===== src/rtl/ctrl_pipe_pkg.sv =====
// Shared opcodes, bundle widths, field indices and control-bundle types for ctrl_pipe_unit.
package ctrl_pipe_pkg;

    localparam int unsigned OP_W    = 6;
    localparam int unsigned REG_AW  = 5;
    localparam int unsigned ALUOP_W = 3;

    localparam int unsigned WB_W = 2;
    localparam int unsigned M_W  = 3;
    localparam int unsigned EX_W = ALUOP_W + 2;

    localparam logic [OP_W-1:0] OP_RTYPE = 6'b000000;
    localparam logic [OP_W-1:0] OP_LW    = 6'b100011;
    localparam logic [OP_W-1:0] OP_SW    = 6'b101011;
    localparam logic [OP_W-1:0] OP_BEQ   = 6'b000100;
    localparam logic [OP_W-1:0] OP_ADDI  = 6'b001000;
    localparam logic [OP_W-1:0] OP_ANDI  = 6'b001100;
    localparam logic [OP_W-1:0] OP_ORI   = 6'b001101;
    localparam logic [OP_W-1:0] OP_SLTI  = 6'b001010;

    // Field bit positions inside the flattened bundles
    localparam int unsigned WB_REGWRITE_BIT = 1;
    localparam int unsigned WB_MEMTOREG_BIT = 0;
    localparam int unsigned M_MEMWRITE_BIT  = 2;
    localparam int unsigned M_MEMREAD_BIT   = 1;
    localparam int unsigned M_BRANCH_BIT    = 0;
    localparam int unsigned EX_ALUSRC_BIT   = ALUOP_W + 1;
    localparam int unsigned EX_ALUOP_LSB    = 1;
    localparam int unsigned EX_REGDST_BIT   = 0;

    typedef struct packed {
        logic reg_write;
        logic mem_to_reg;
    } wb_ctrl_t;

    typedef struct packed {
        logic mem_write;
        logic mem_read;
        logic branch;
    } m_ctrl_t;

    typedef struct packed {
        logic               alu_src;
        logic [ALUOP_W-1:0] alu_op;
        logic               reg_dst;
    } ex_ctrl_t;

    typedef struct packed {
        wb_ctrl_t          wb;
        m_ctrl_t           m;
        ex_ctrl_t          ex;
        logic [REG_AW-1:0] rt;
    } id_ex_t;

    typedef struct packed {
        wb_ctrl_t wb;
        m_ctrl_t  m;
    } ex_mem_t;

endpackage


===== src/rtl/ctrl_decode.sv =====
// Combinational opcode decoder: opcode -> WB/M/EX bundles plus whether rt is a source operand.
module ctrl_decode
    import ctrl_pipe_pkg::*;
(
    input  logic [OP_W-1:0] op_i,
    output wb_ctrl_t        wb_o,
    output m_ctrl_t         m_o,
    output ex_ctrl_t        ex_o,
    output logic            uses_rt_o
);

    // Unknown opcodes fall through to all-zero, i.e. a bubble
    always_comb begin
        wb_o      = wb_ctrl_t'(2'b00);
        m_o       = m_ctrl_t'(3'b000);
        ex_o      = ex_ctrl_t'(5'b00000);
        uses_rt_o = 1'b0;
        case (op_i)
            OP_RTYPE: begin
                wb_o      = wb_ctrl_t'(2'b10);
                ex_o      = ex_ctrl_t'(5'b00101);
                uses_rt_o = 1'b1;
            end
            OP_LW: begin
                wb_o = wb_ctrl_t'(2'b11);
                m_o  = m_ctrl_t'(3'b010);
                ex_o = ex_ctrl_t'(5'b10000);
            end
            OP_SW: begin
                m_o       = m_ctrl_t'(3'b100);
                ex_o      = ex_ctrl_t'(5'b10000);
                uses_rt_o = 1'b1;
            end
            OP_BEQ: begin
                m_o       = m_ctrl_t'(3'b001);
                ex_o      = ex_ctrl_t'(5'b00010);
                uses_rt_o = 1'b1;
            end
            OP_ADDI: begin
                wb_o = wb_ctrl_t'(2'b10);
                ex_o = ex_ctrl_t'(5'b10110);
            end
            OP_ANDI: begin
                wb_o = wb_ctrl_t'(2'b10);
                ex_o = ex_ctrl_t'(5'b11000);
            end
            OP_ORI: begin
                wb_o = wb_ctrl_t'(2'b10);
                ex_o = ex_ctrl_t'(5'b11010);
            end
            OP_SLTI: begin
                wb_o = wb_ctrl_t'(2'b10);
                ex_o = ex_ctrl_t'(5'b11100);
            end
            default: ;
        endcase
    end

endmodule


===== config.mk =====
export PLATFORM = sky130hd
export DESIGN_NAME = ctrl_decode
export DESIGN_NICKNAME = d
export VERILOG_FILES = /design/src/rtl/ctrl_pipe_pkg.sv /design/src/rtl/ctrl_decode.sv
export SDC_FILE = /design/constraint.sdc
export NUM_CORES = 1
export LEC_CHECK = 0
export CORE_AREA = 3 3 40 42
export DETAILED_ROUTE_END_ITERATION = 8
export DIE_AREA = 0 0 43 45
export DONT_BUFFER_PORTS = 1
export GPL_TIMING_DRIVEN = 0
export SYNTH_ARGS = -nofsm -noshare
export SYNTH_HDL_FRONTEND = slang
export SYNTH_SLANG_ARGS = --single-unit

===== constraint.sdc =====
create_clock -name vclk -period 1.8
set_clock_uncertainty 0.2 [all_clocks]
set_input_delay 0.36 -clock vclk [all_inputs]
set_output_delay 0.36 -clock vclk [all_outputs]
set_load 0.03 [all_outputs]

==> metrics.cfg, run 1 <==
[power_and_ir_drop]
intPower_w=0.0000272
swShare_pct=60.8
max-vdd-ir-drop_mv=0.0599
p_leak_nw=0.0918
power_per_cell_area_mw_per_mm2=196
p_comb_share_pct=100.0
p_seq_share_pct=0
power_frac_clock_pct=0
power_w=0.0000692
power_switching_w=0.0000421

[synthesis]
syn_area_per_cell_sq_um=6.34
syn_area_sq_um=184
synth_cell_types=20
yosysTopAreaCell=nor3_1
netlist_top_cells_area=nor3_1 (11%), or2_4 (9.5%), nor4_1 (6.8%)
yosysWarnings=0
synth_common_cells=nor3_1 (4), nor2_1 (3)
yosysSeqAreaShare_pct=0
syn-num-nets=35
yosysMostFrequentCell=nor3_1
synthCells=29
synthDominantCellAreaShare_pct=10.9

[worst_setup_path]
worst_path_dominant_cell_family=simple AND/OR/NAND/NOR gates
crit_path_start=op_i[1]
cp-start-kind=input pin
critPathMaxFanout=6
worstPathRequired_ns=1.24
critPathMaxStageDelay_ns=0.53
crit_chain=nand3_4 -> nor4_4 -> nand3b_1
critical_path_buf_inv_count=0
crit_type=input pin to output port
end_kind=output port
crit_end=wb_o[1]
cp_data_arrival_time_ns=1.33
slowest_stage=nor4_4
path_depth=3

[final_layout]
drive_gt1_share_pct=56.3
area_delta_synth_final_pct=92.5
nFlopsAndLatches=0
antenna_cells=0
nNetsFinal=40
regArea_sq_um=0
multiInputGateArea_sq_um=278
n_clock_buffer=0
fin_area_sq_um=354
fill_cells=135

[grt]
grt_pass1_wl_um=1130
grt_overflow=0
grt_pass1_vias=228
track_usage_pct=7.30
antenna_found_initial=0
grt_max_degree=11

[timing]
holdWs_ns=0.566
max_freq_mhz=529
worst_slew_pin_slew_ns=0.626
worst_slack_ns=-0.0915
fin_crit_ns=1.89
setup_viol=1
hold_violations=0
slew_headroom_pct=58.0
grt_setup_unrepaired=yes
slew_violations=0
period_share_pct=105

[routing]
post_drt_wl_per_cell_um=16.0
routed_wl_um=752
postRouteAntennaNets=0
drc=0
wl_met2_um=382
drtIter0Drc=2
num_vias=246
drt-pass1-iter-count=4
via_per_inst=5.23
top_layer=met3
wl_met1_um=283
wl_met3_um=86

[placement]
gp_congestion=0.707
hpwl_um=518
placedInstanceArea_sq_um=269
io_buffers=0
pre_cts_slack_ns=-0.210

[min_path]
worstHoldPathCells=1
hold_path.class=input pin to output port

[floorplanning]
die_y_um=45
ios=17
die_x_um=43
start_util_pct=14.3
coreArea_sq_mm=0.00128
row_count=13
die_area_sq_mm=0.00194

[run_status]
violations=negative setup slack
status=finished with violations

[job]
max_cap_viol_count=0

## logic make-up (layout without fill, tap and decap cells)
| logic type | count (synthesis) | count (layout) | share of synthesized area [%] |
|---|---|---|---|
| compound gates | 6 | 6 | 24.5 |
| xor+xnor | 1 | 1 | 4.76 |
| buf+inv | 3 | 6 | 7.48 |
| simple gates | 19 | 19 | 63.3 |
## routing by layer
layer | GRT usage [%] | up-vias
li1 | - | 121
met1 | 9.07 | 115
met2 | 12.6 | 10
met4 | 0 | 0
met5 | 0 | -
met3 | 3.19 | 0
## power groups by stage
| stage | logic [W] | clock network (W) | registers [W] |
|---|---|---|---|
| 2_1_floorplan | 0.0000490 | 0 | 0 |
| 3_3_place_gp | 0.0000533 | 0 | 0 |
| 3_5_place_dp | 0.0000542 | 0 | 0 |
| 4_1_cts | 0.0000680 | 0 | 0 |
| 5_1_grt | 0.0000726 | 0 | 0 |
| 6_report | 0.0000692 | 0 | 0 |
## stage by stage
step	util, %	std cells	setup TNS, ns
2_1_floorplan	-	29	-0.357
3_3_place_gp	20.9	44	-0.595
6_report	27.6	47	-0.0915
4_1_cts	27.2	47	-0.100
5_1_grt	27.6	47	-0.111
3_5_place_dp	20.9	44	-0.612
## worst min-delay path by stage
stage	endpoint	from	slack, ns
floorplan	m_o[1]	op_i[4]	0.57
global route	uses_rt_o	op_i[4]	0.57
detailed placement	m_o[1]	op_i[4]	0.57
CTS	ex_o[2]	op_i[0]	0.56
global placement	m_o[1]	op_i[4]	0.57
finish	uses_rt_o	op_i[4]	0.57
## cell usage in the layout, fill, tap and decap left out
cell type,count
nand3_4,1
buf_4,3
a21oi_1,2
inv_1,1
a2111oi_4,1
xnor2_1,1
nor2_1,2
nor3_2,3
or2_4,2
o211ai_1,1
o32a_1,1
buf_6,1
nor3_4,1
or3_1,1
nand3b_1,1
buf_12,1
nor2_4,1
nand2b_1,1
nand2_1,1
o31ai_2,1
nor3b_1,1
nor4_4,3
nor2b_1,1
## layout make-up
type	instances	share of cell area, %
Inverter	1	1.06
Tap cell	15	5.30
Buffer	2	8.83
Multi-Input combinational cell	26	78.4
Timing Repair Buffer	3	6.36
## what timing repair did
item / 4_1_cts / 5_1_grt
hold buffers: 0 / 0
resized for setup: 8 / 1
setup buffers: 3 / 0
endpoints found under the setup margin: 4 / 3
pin swaps: 2 / 3
hold endpoints to repair: 0 / 0
(Power assumes the default switching activity.)
==> run 2, diff against run 1 <==
--- a/config.mk
+++ b/config.mk
@@ -5,11 +5,13 @@
 export SDC_FILE = /design/constraint.sdc
 export NUM_CORES = 1
 export LEC_CHECK = 0
+export CAP_MARGIN = 20
 export CORE_AREA = 3 3 40 42
 export DETAILED_ROUTE_END_ITERATION = 8
 export DIE_AREA = 0 0 43 45
 export DONT_BUFFER_PORTS = 1
 export GPL_TIMING_DRIVEN = 0
+export SKIP_LAST_GASP = 1
 export SYNTH_ARGS = -nofsm -noshare
 export SYNTH_HDL_FRONTEND = slang
 export SYNTH_SLANG_ARGS = --single-unit
==> run 2 against run 1 <==
  * The flow still finishes with violations (negative setup slack)
  * Maximum frequency about the same
  * Clock-buffer cell count unchanged
  * Via count up 0.81%
  * Core utilization down 0.49 points
  * Hold slack worse by 0.0049 ns
  * Non-clock buffer count unchanged
  * Global-route usage about the same
  * Critical path type unchanged
==> metrics.cfg, run 2 (synthesis gave the netlist of run 1 again) <==
[placement]
placedInstanceArea_sq_um=269  ; unchanged
hpwl_um=518  ; unchanged
io_buffers=0  ; unchanged
pre_cts_slack_ns=-0.210  ; unchanged
gp_congestion=0.707  ; unchanged

[timing]
hold_violations=0  ; unchanged
tns_ns=-0.142  ; -0.0508 ns
worst_slew_pin_slew_ns=0.626  ; -0.0000000596 ns
slew_headroom_pct=58.0  ; unchanged
fin_crit_ns=1.89  ; +0.000312 ns
max_freq_mhz=529  ; about the same
setup_viol=2  ; +1
grt_setup_unrepaired=yes
slew_violations=0  ; unchanged
period_share_pct=105  ; about the same
worst_slack_ns=-0.0918  ; -0.000312 ns

[final_layout]
final_common_cell=nor3_2
regArea_sq_um=0  ; unchanged
area_delta_synth_final_pct=89.1
fill_cells=134  ; -0.74%
antenna_cells=0  ; unchanged
fin_area_sq_um=348  ; -1.8%
final_cell_mix=nor3_2 (4), nor4_4 (3), buf_4 (3)
n_clock_buffer=0  ; unchanged
nFlopsAndLatches=0  ; unchanged
nNetsFinal=40  ; unchanged
drive_gt1_share_pct=56.3  ; unchanged

[worst_setup_path]
end_kind=output port
crit_path_start=op_i[1]
cp-start-kind=input pin
worstPathRequired_ns=1.24  ; about the same
crit_type=input pin to output port
cp_data_arrival_time_ns=1.33  ; about the same
critPathMaxFanout=6  ; unchanged
crit_end=wb_o[1]

[floorplanning]
die_x_um=43  ; unchanged
start_util_pct=14.3  ; unchanged
row_count=13  ; unchanged
coreArea_sq_mm=0.00128  ; unchanged
die_y_um=45  ; unchanged
die_area_sq_mm=0.00194  ; unchanged
ios=17  ; unchanged

[power_and_ir_drop]
power_w=0.0000675  ; -2.6%
max-vdd-ir-drop_mv=0.0588  ; -1.8%
p_leak_nw=0.0874  ; -4.8%
power_per_cell_area_mw_per_mm2=194  ; -0.81%

[run_status]
status=finished with violations
violations=negative setup slack

[grt]
grt_overflow=0  ; unchanged
grt_pass1_vias=230  ; +0.88%
grt_max_degree=11  ; unchanged
grt_pass1_wl_um=1120  ; -0.62%
track_usage_pct=7.30  ; about the same
antenna_found_initial=0  ; unchanged

[routing]
num_vias=248  ; +0.81%
routed_wl_um=743  ; -1.2%
drtIter0Drc=3  ; +1
postRouteAntennaNets=0  ; unchanged
via_per_inst=5.28  ; +0.81%
drt-pass1-iter-count=4  ; unchanged
post_drt_wl_per_cell_um=15.8  ; -1.2%
drc=0  ; unchanged

[clock_tree]
hold_buffers=0  ; unchanged

[job]
max_cap_viol_count=0  ; unchanged

[min_path]
hold_path.class=input pin to output port

run 2: changes by cell type in the layout (fill, tap and decap cells not counted):
cell	change
nor3_2	+1
nor3_4	-1
run 2: worst min-delay path by stage:
stage                   end    start  slack (ns)  depth (start not counted)
finish              ex_o[2]  op_i[0]        0.56                          1
floorplan            m_o[1]  op_i[4]        0.57                          1
global placement     m_o[1]  op_i[4]        0.57                          1
CTS                 ex_o[2]  op_i[0]        0.56                          1
detailed placement   m_o[1]  op_i[4]        0.57                          1
global route        ex_o[2]  op_i[0]        0.56                          1
run 2: final cells by class:
type | count | area, sq um | share of cell area [%]
tap | 15 | 18.8 | 5.40
timing repair buffer | 3 | 22.5 | 6.47
inverter | 1 | 3.75 | 1.08
multi-input combinational | 26 | 272 | 78.1
buffer | 2 | 31.3 | 8.99
run 2: per-stage QoR:
step	std cells	util [%]	hold WS [ns]
after floorplan	29	-	0.569
after global placement	44	20.9	0.572
after detailed placement	44	20.9	0.573
after CTS	47	26.0	0.562
after global routing	47	27.1	0.563
final	47	27.1	0.561
run 2: timing repair:
action,in CTS,in global routing
pin swaps,2,2
buffers inserted,3,0
resized for setup,6,2
setup endpoints to repair,4,4
run 2: worst max-delay path: stages:
cell and delay [ns]:
nand3_4 0.07, nor4_4 0.53, nand3b_1 0.36
run 2: where the power goes:
group	total (W)	switching, W	internal [W]
Sequential	0	0	0
Clock	0	0	0
Combinational	0.0000675	0.0000406	0.0000269
Total	0.0000675	0.0000406	0.0000269
run 2: metal layers:
metal / vias to the layer above / part of all wire, % / GRT usage [%]
li1: 121 / - / -
met1: 117 / 38 / 9.05
met2: 10 / 50 / 12.9
met3: 0 / 12 / 2.79
met4: 0 / 0 / 0
met5: - / 0 / 0
